**config.mk**
```make
export PLATFORM = sky130hd
export DESIGN_NAME = load_store_unit
export DESIGN_NICKNAME = d
export VERILOG_FILES = /design/src/rtl/load_store_unit.sv
export SDC_FILE = /design/constraint.sdc
export NUM_CORES = 1
export LEC_CHECK = 0
export CAP_MARGIN = 20
export CORE_AREA = 2 2 104 157
export CTS_BUF_LIST = sky130_fd_sc_hd__clkbuf_8 sky130_fd_sc_hd__clkbuf_16
export DETAILED_ROUTE_END_ITERATION = 16
export DIE_AREA = 0 0 106 159
export PLACE_DENSITY = 0.75
export SETUP_SLACK_MARGIN = 0.1
export SYNTH_ARGS = -nofsm -noshare
export SYNTH_HDL_FRONTEND = slang
export SYNTH_SLANG_ARGS = --single-unit
```
**constraint.sdc**
```tcl
create_clock -name clock -period 2.99 [get_ports clock]
set_input_delay 0.299 -clock clock [delete_from_list [all_inputs] [get_ports clock]]
set_output_delay 0.299 -clock clock [all_outputs]
set_load 0.03 [all_outputs]
```
**src/rtl/load_store_unit.sv**
```systemverilog
// load_store_unit
//   Initiator side of the word-line data memory port. Takes one load/store
//   request at a time from the core and drives a memory built from four byte
//   banks (async read, write on the rising clock edge). An access that crosses
//   a line boundary is split into two line accesses, first the lower line and
//   then the next line (the line address wraps at the top of memory). Load
//   results are sign- or zero-extended to 32 bits.
//
//   Build option: define MISALIGN_TRAP_EN to trap non-naturally-aligned
//   halfword/word accesses. A trapped request returns resp_error with no memory
//   cycle. Without the macro, misaligned accesses are serviced and split when
//   they cross a line boundary, and resp_error is tied low.
//
// Ports
//   clock, reset          rising-edge clock, asynchronous active-high reset
//   req_valid/req_ready   request handshake (ready only while idle)
//   req_we                1 = store, 0 = load
//   req_size              00 byte, 01 half, 1x word
//   req_unsigned          load extension: 1 zero, 0 sign
//   req_addr, req_wdata   byte address, LSB-justified store data
//   resp_valid            one-cycle completion pulse per accepted request
//   resp_rdata            extended load data (0 for stores)
//   resp_error            misalignment trap flag
//   mem_addr/mem_wdata    line address and lane-aligned write data
//   mem_be/mem_we         byte-lane enables and write strobe
//   mem_rdata             combinational read data for mem_addr
module load_store_unit #(
  parameter int ADDR_W = 12
) (
  input  logic              clock,
  input  logic              reset,
  input  logic              req_valid,
  output logic              req_ready,
  input  logic              req_we,
  input  logic [1:0]        req_size,
  input  logic              req_unsigned,
  input  logic [ADDR_W-1:0] req_addr,
  input  logic [31:0]       req_wdata,
  output logic              resp_valid,
  output logic [31:0]       resp_rdata,
  output logic              resp_error,
  output logic [ADDR_W-3:0] mem_addr,
  output logic [31:0]       mem_wdata,
  output logic [3:0]        mem_be,
  output logic              mem_we,
  input  logic [31:0]       mem_rdata
);

  localparam logic [2:0] ST_IDLE = 3'd0;
  localparam logic [2:0] ST_ACC0 = 3'd1;
  localparam logic [2:0] ST_ACC1 = 3'd2;
  localparam logic [2:0] ST_RESP = 3'd3;
  localparam logic [2:0] ST_ERR  = 3'd4;

  logic [2:0]        state;
  logic [2:0]        state_nxt;
  logic              accept;
  logic              trap;
  logic              split;

  logic [ADDR_W-3:0] line0_p0;
  logic [ADDR_W-3:0] line1_p0;
  logic [1:0]        off_p0;
  logic [1:0]        size_p0;
  logic              uns_p0;
  logic              we_p0;
  logic [7:0]        mask_p0;
  logic [63:0]       wd_p0;
  logic [63:0]       ldbuf_p1;

  // Lane mask spanning two lines: nb ones shifted up by the byte offset.
  function automatic logic [7:0] lane_mask(input logic [1:0] size, input logic [1:0] off);
    logic [7:0] base;
    case (size)
      2'b00:   base = 8'h01;
      2'b01:   base = 8'h03;
      default: base = 8'h0F;
    endcase
    return base << off;
  endfunction

  // Align the two captured lines down by the offset, then extend.
  function automatic logic [31:0] extend_load(input logic [63:0] buf64, input logic [1:0] off,
                                              input logic [1:0] size, input logic uns);
    logic [63:0] raw;
    logic [31:0] res;
    raw = buf64 >> {off, 3'b000};
    case (size)
      2'b00:   res = uns ? {24'd0, raw[7:0]}  : {{24{raw[7]}},  raw[7:0]};
      2'b01:   res = uns ? {16'd0, raw[15:0]} : {{16{raw[15]}}, raw[15:0]};
      default: res = raw[31:0];
    endcase
    return res;
  endfunction

`ifdef MISALIGN_TRAP_EN
  assign trap       = (req_size == 2'b01 && req_addr[0]) || (req_size[1] && req_addr[1:0] != 2'b00);
  assign resp_error = (state == ST_ERR);
`else
  assign trap       = 1'b0;
  assign resp_error = 1'b0;
`endif

  assign req_ready  = (state == ST_IDLE);
  assign accept     = req_valid && req_ready;
  assign split      = |mask_p0[7:4];
  assign line1_p0   = line0_p0 + {{(ADDR_W-3){1'b0}}, 1'b1};
  assign resp_valid = (state == ST_RESP) || (state == ST_ERR);
  assign resp_rdata = (state == ST_RESP && !we_p0) ? extend_load(ldbuf_p1, off_p0, size_p0, uns_p0) : 32'd0;

  always_comb begin
    state_nxt = state;
    case (state)
      ST_IDLE: if (accept) state_nxt = trap ? ST_ERR : ST_ACC0;
      ST_ACC0: state_nxt = split ? ST_ACC1 : ST_RESP;
      ST_ACC1: state_nxt = ST_RESP;
      ST_RESP: state_nxt = ST_IDLE;
      ST_ERR:  state_nxt = ST_IDLE;
      default: state_nxt = ST_IDLE;
    endcase
  end

  always_ff @(posedge clock or posedge reset) begin
    if (reset) state <= ST_IDLE;
    else       state <= state_nxt;
  end

  // p0: request captured at accept
  always_ff @(posedge clock) begin
    if (accept) begin
      line0_p0 <= req_addr[ADDR_W-1:2];
      off_p0   <= req_addr[1:0];
      size_p0  <= req_size;
      uns_p0   <= req_unsigned;
      we_p0    <= req_we;
      mask_p0  <= lane_mask(req_size, req_addr[1:0]);
      wd_p0    <= {32'd0, req_wdata} << {req_addr[1:0], 3'b000};
    end
  end

  // p1: load data captured per line access
  always_ff @(posedge clock) begin
    if (state == ST_ACC0 && !we_p0) ldbuf_p1[31:0]  <= mem_rdata;
    if (state == ST_ACC1 && !we_p0) ldbuf_p1[63:32] <= mem_rdata;
  end

  // Memory port is decoded from state so an asynchronous reset drops mem_we at once.
  always_comb begin
    mem_addr  = '0;
    mem_be    = 4'd0;
    mem_wdata = 32'd0;
    mem_we    = 1'b0;
    case (state)
      ST_ACC0: begin
        mem_addr  = line0_p0;
        mem_be    = mask_p0[3:0];
        mem_wdata = wd_p0[31:0];
        mem_we    = we_p0;
      end
      ST_ACC1: begin
        mem_addr  = line1_p0;
        mem_be    = mask_p0[7:4];
        mem_wdata = wd_p0[63:32];
        mem_we    = we_p0;
      end
      default: ;
    endcase
  end

endmodule
```
==> summary.txt <==
Layout cells sized above 1 = 0.2146
Maximum root-to-sink buffer count = 2
Area growth, synth to finish = 34.85%
FF/Latch Area = 4104 sq um
Yosys warns = 0
Syn avg cell area = 13.70 sq um
Initial DRC Count = 257
Slowest cell on crit path = clkdlybuf4s50_1
Run status = finished, final reports clean
WL/cell = 19.23 microns
GPL Wtd Cong = 0.9200
CP Capture Type = output pin
Final min period = 2.694 ns
Chip Height = 159 microns
Tcrit/Tclk final = 0.9011
Setup Skew = 0.005845 ns
Crit path DAT = 2.40 ns
Main synth FF type = edfxtp_1
Fin. max-slew vios = 0
HP Class = input pin to asynchronous set/reset pin
Leak pwr = 3.537 nW
Slew margin rel. = 0.5100
Netlist Area Pre-Place = 6879 sq um
Crit path kind = register to output pin
Top-area cell type share of the netlist area = 0.5893
First-pass GRT wire length = 26.44 mm
Die Area = 16850 sq um
Count leader, synth = edfxtp_1
Worst-Margin Slew = 0.7335 ns
Asr flop ratio synth = 0.01460
Antenna diodes = 0
Dpl hpwl = 12.28 mm
Synth area leader = edfxtp_1
Top post-synthesis cells by count = 135 x edfxtp_1, 35 x a22o_1, 33 x mux2i_1
Final Setup Violations = 0
CTS H-tree lvls = 4
Worst-path cell chain = buf_12 -> mux4_2 -> nor2b_1 -> clkdlybuf4s50_1
Total grt overflow = 0
PortBufs = 163
Fillers = 1242
Hold_buf cts = 0
Final WL = 16.81 mm
Post-CTS Setup Bufs = 0
Initial core utilization = 0.4442
IO Pins = 165
Vias/cell = 5.517
Core Region = 15480 sq um
Post-Syn Nets = 590
Number of max-cap violations = 0
Tot Pwr = 8.008 mW
Sequential cell area fraction in the yosys report = 0.5966
Area contributors post-synth = edfxtp_1 59%, mux4_2 9.2%, mux2i_1 4.8%
Clock sinks = 137
Post-layout util = 0.5991
Largest net degree at the start of global routing = 51
Vias in the first global route = 4975
DRC = 0
Setup TNS = 0 ns
Flops & latches, synth = 137
Row cnt = 56
Worst-path maximum fanout = 34
Vias = 4822
Post-synth EDFFs = 135
Dpl cell area = 8661 sq um
Multi-input logic area = 2515 sq um
VDD IR max = 0.5455 mV
Initial antenna violation count = 0
Cells after synthesis = 502
RSZ-0062 raised after global routing = false
Final hold violation count = 0
Worst Path Required = 2.69 ns
CTS clk-pin slew, worst paths = 0.05 ns
Fmax = 0.3712 GHz
Crit path launch type = register
CTS tree = yes
Synth cell types = 44
Slowest stage delay, CP = 0.59 ns
Die width = 106 microns
Post-layout net count = 747
First-pass detailed-route iteration total = 6
Total GRT Usage = 0.2038
Final instance area = 9276 sq um
Root Buffer = clkbuf_16
Clock Latency Late Sink = 0.41 ns
Pwr per Cell Area = 863.2 nW/um^2
Final ANT Viol Nets = 0
Cts bufs inserted = 17
-- report_power, final --
part	switching, mW	internal, mW
Sequential	0.176	2.58
Combinational	1.83	1.29
Clock	0.757	1.38
Total	2.76	5.24
-- routing by layer --
layer,share of wire,global-route usage,routed length (microns),vias up
li1,-,-,-,2240
met1,0.37,0.2293,6229,2348
met2,0.53,0.3554,8862,197
met3,0.075,0.06467,1254,37
met4,0.027,0.08313,461,0
met5,0,0,0,-
-- repair_timing --
item                                    4_1_cts  5_1_grt
gates resized for setup                       7        1
endpoints found under the setup margin        6        1
hold endpoints to repair                      0        0
cloned                                        0        0
-- state kept, by name, summed over array words and instances (netlist names) --
signal	count
ldbuf_p1	56
wd_p0	56
line0_p0	10
mask_p0	7
off_p0	2
size_p0	2
state	2
uns_p0	1
we_p0	1
-- cell usage in the layout (no fill, tap or decap), types with 2 or more instances in the layout --
cell / n
a21o_1: 2
bufinv_16: 4
buf_12: 10
o21ai_1: 9
nand2b_1: 2
o31ai_1: 2
a21oi_1: 19
nor2b_1: 18
nor2_1: 22
clkinv_4: 2
clkinvlp_4: 4
nand4_1: 3
dfrtp_1: 2
inv_1: 22
mux2i_1: 33
a22o_1: 35
buf_4: 58
mux4_2: 28
edfxtp_1: 135
o22ai_1: 2
nand3_1: 8
dlygate4sd2_1: 6
or3_1: 3
mux2_2: 10
ha_1: 4
nor3_1: 2
clkdlybuf4s50_1: 102
nand2_1: 25
and2_1: 12
buf_2: 2
and3_1: 19
o21ai_0: 27
a31oi_1: 3
nor2b_2: 2
clkbuf_16: 17
-- path summary, 6_finish.rpt --
path / from / to / slack (ns) / cells after the start
max reg2reg: state[1] / wd_p0[24] / 1.08 / 4
min in group clock: req_addr[0] / wd_p0[25] / 0.40 / 2
min reg2reg: state[1] / state[1] / 0.66 / 2
max in group asynchronous: reset / state[1] / 2.82 / 2
min: reset / state[0] / 0.06 / 2
max: off_p0[0] / resp_rdata[3] / 0.30 / 4
-- metrics by stage --
step,hold slack (ns),worst slack (ns),instances
2_1_floorplan,0.04018,0.2118,502
3_3_place_gp,0.4724,0.5056,843
3_5_place_dp,0.4745,0.4160,843
4_1_cts,0.03464,0.1545,874
5_1_grt,0.07082,0.1498,874
6_report,0.05547,0.2958,874
-- worst max-delay path: cells and delay by family (launching register included) --
kind,cells,cell delay (ns)
buffers and inverters,2,0.86
muxes,1,0.54
DFF,1,0.42
and+or+nand+nor,1,0.14
-- layout make-up --
class                      instances  area share
timing repair buffer             178      0.1853
inverter                          20    0.008093
multi-input combinational        305      0.2711
tap                              203     0.02738
clock inverter                    14     0.01983
sequential                       137      0.4424
clock buffer                      17     0.04586
-- logic make-up (layout without fill, tap and decap cells) --
kind of cell               Yosys count  count (layout)  synth area share
AOI/OAI and AO/OA                  104             104            0.1002
xor gates and xnor gates             1               1          0.001273
adders and majority gates            5               5          0.009094
buffers and inverters               60             229           0.04092
DFF                                137             137            0.5966
muxes                               72              72            0.1582
other                                1               1         0.0005451
and+or+nand+nor                    122             122           0.09313
(Power assumes the default switching activity.)
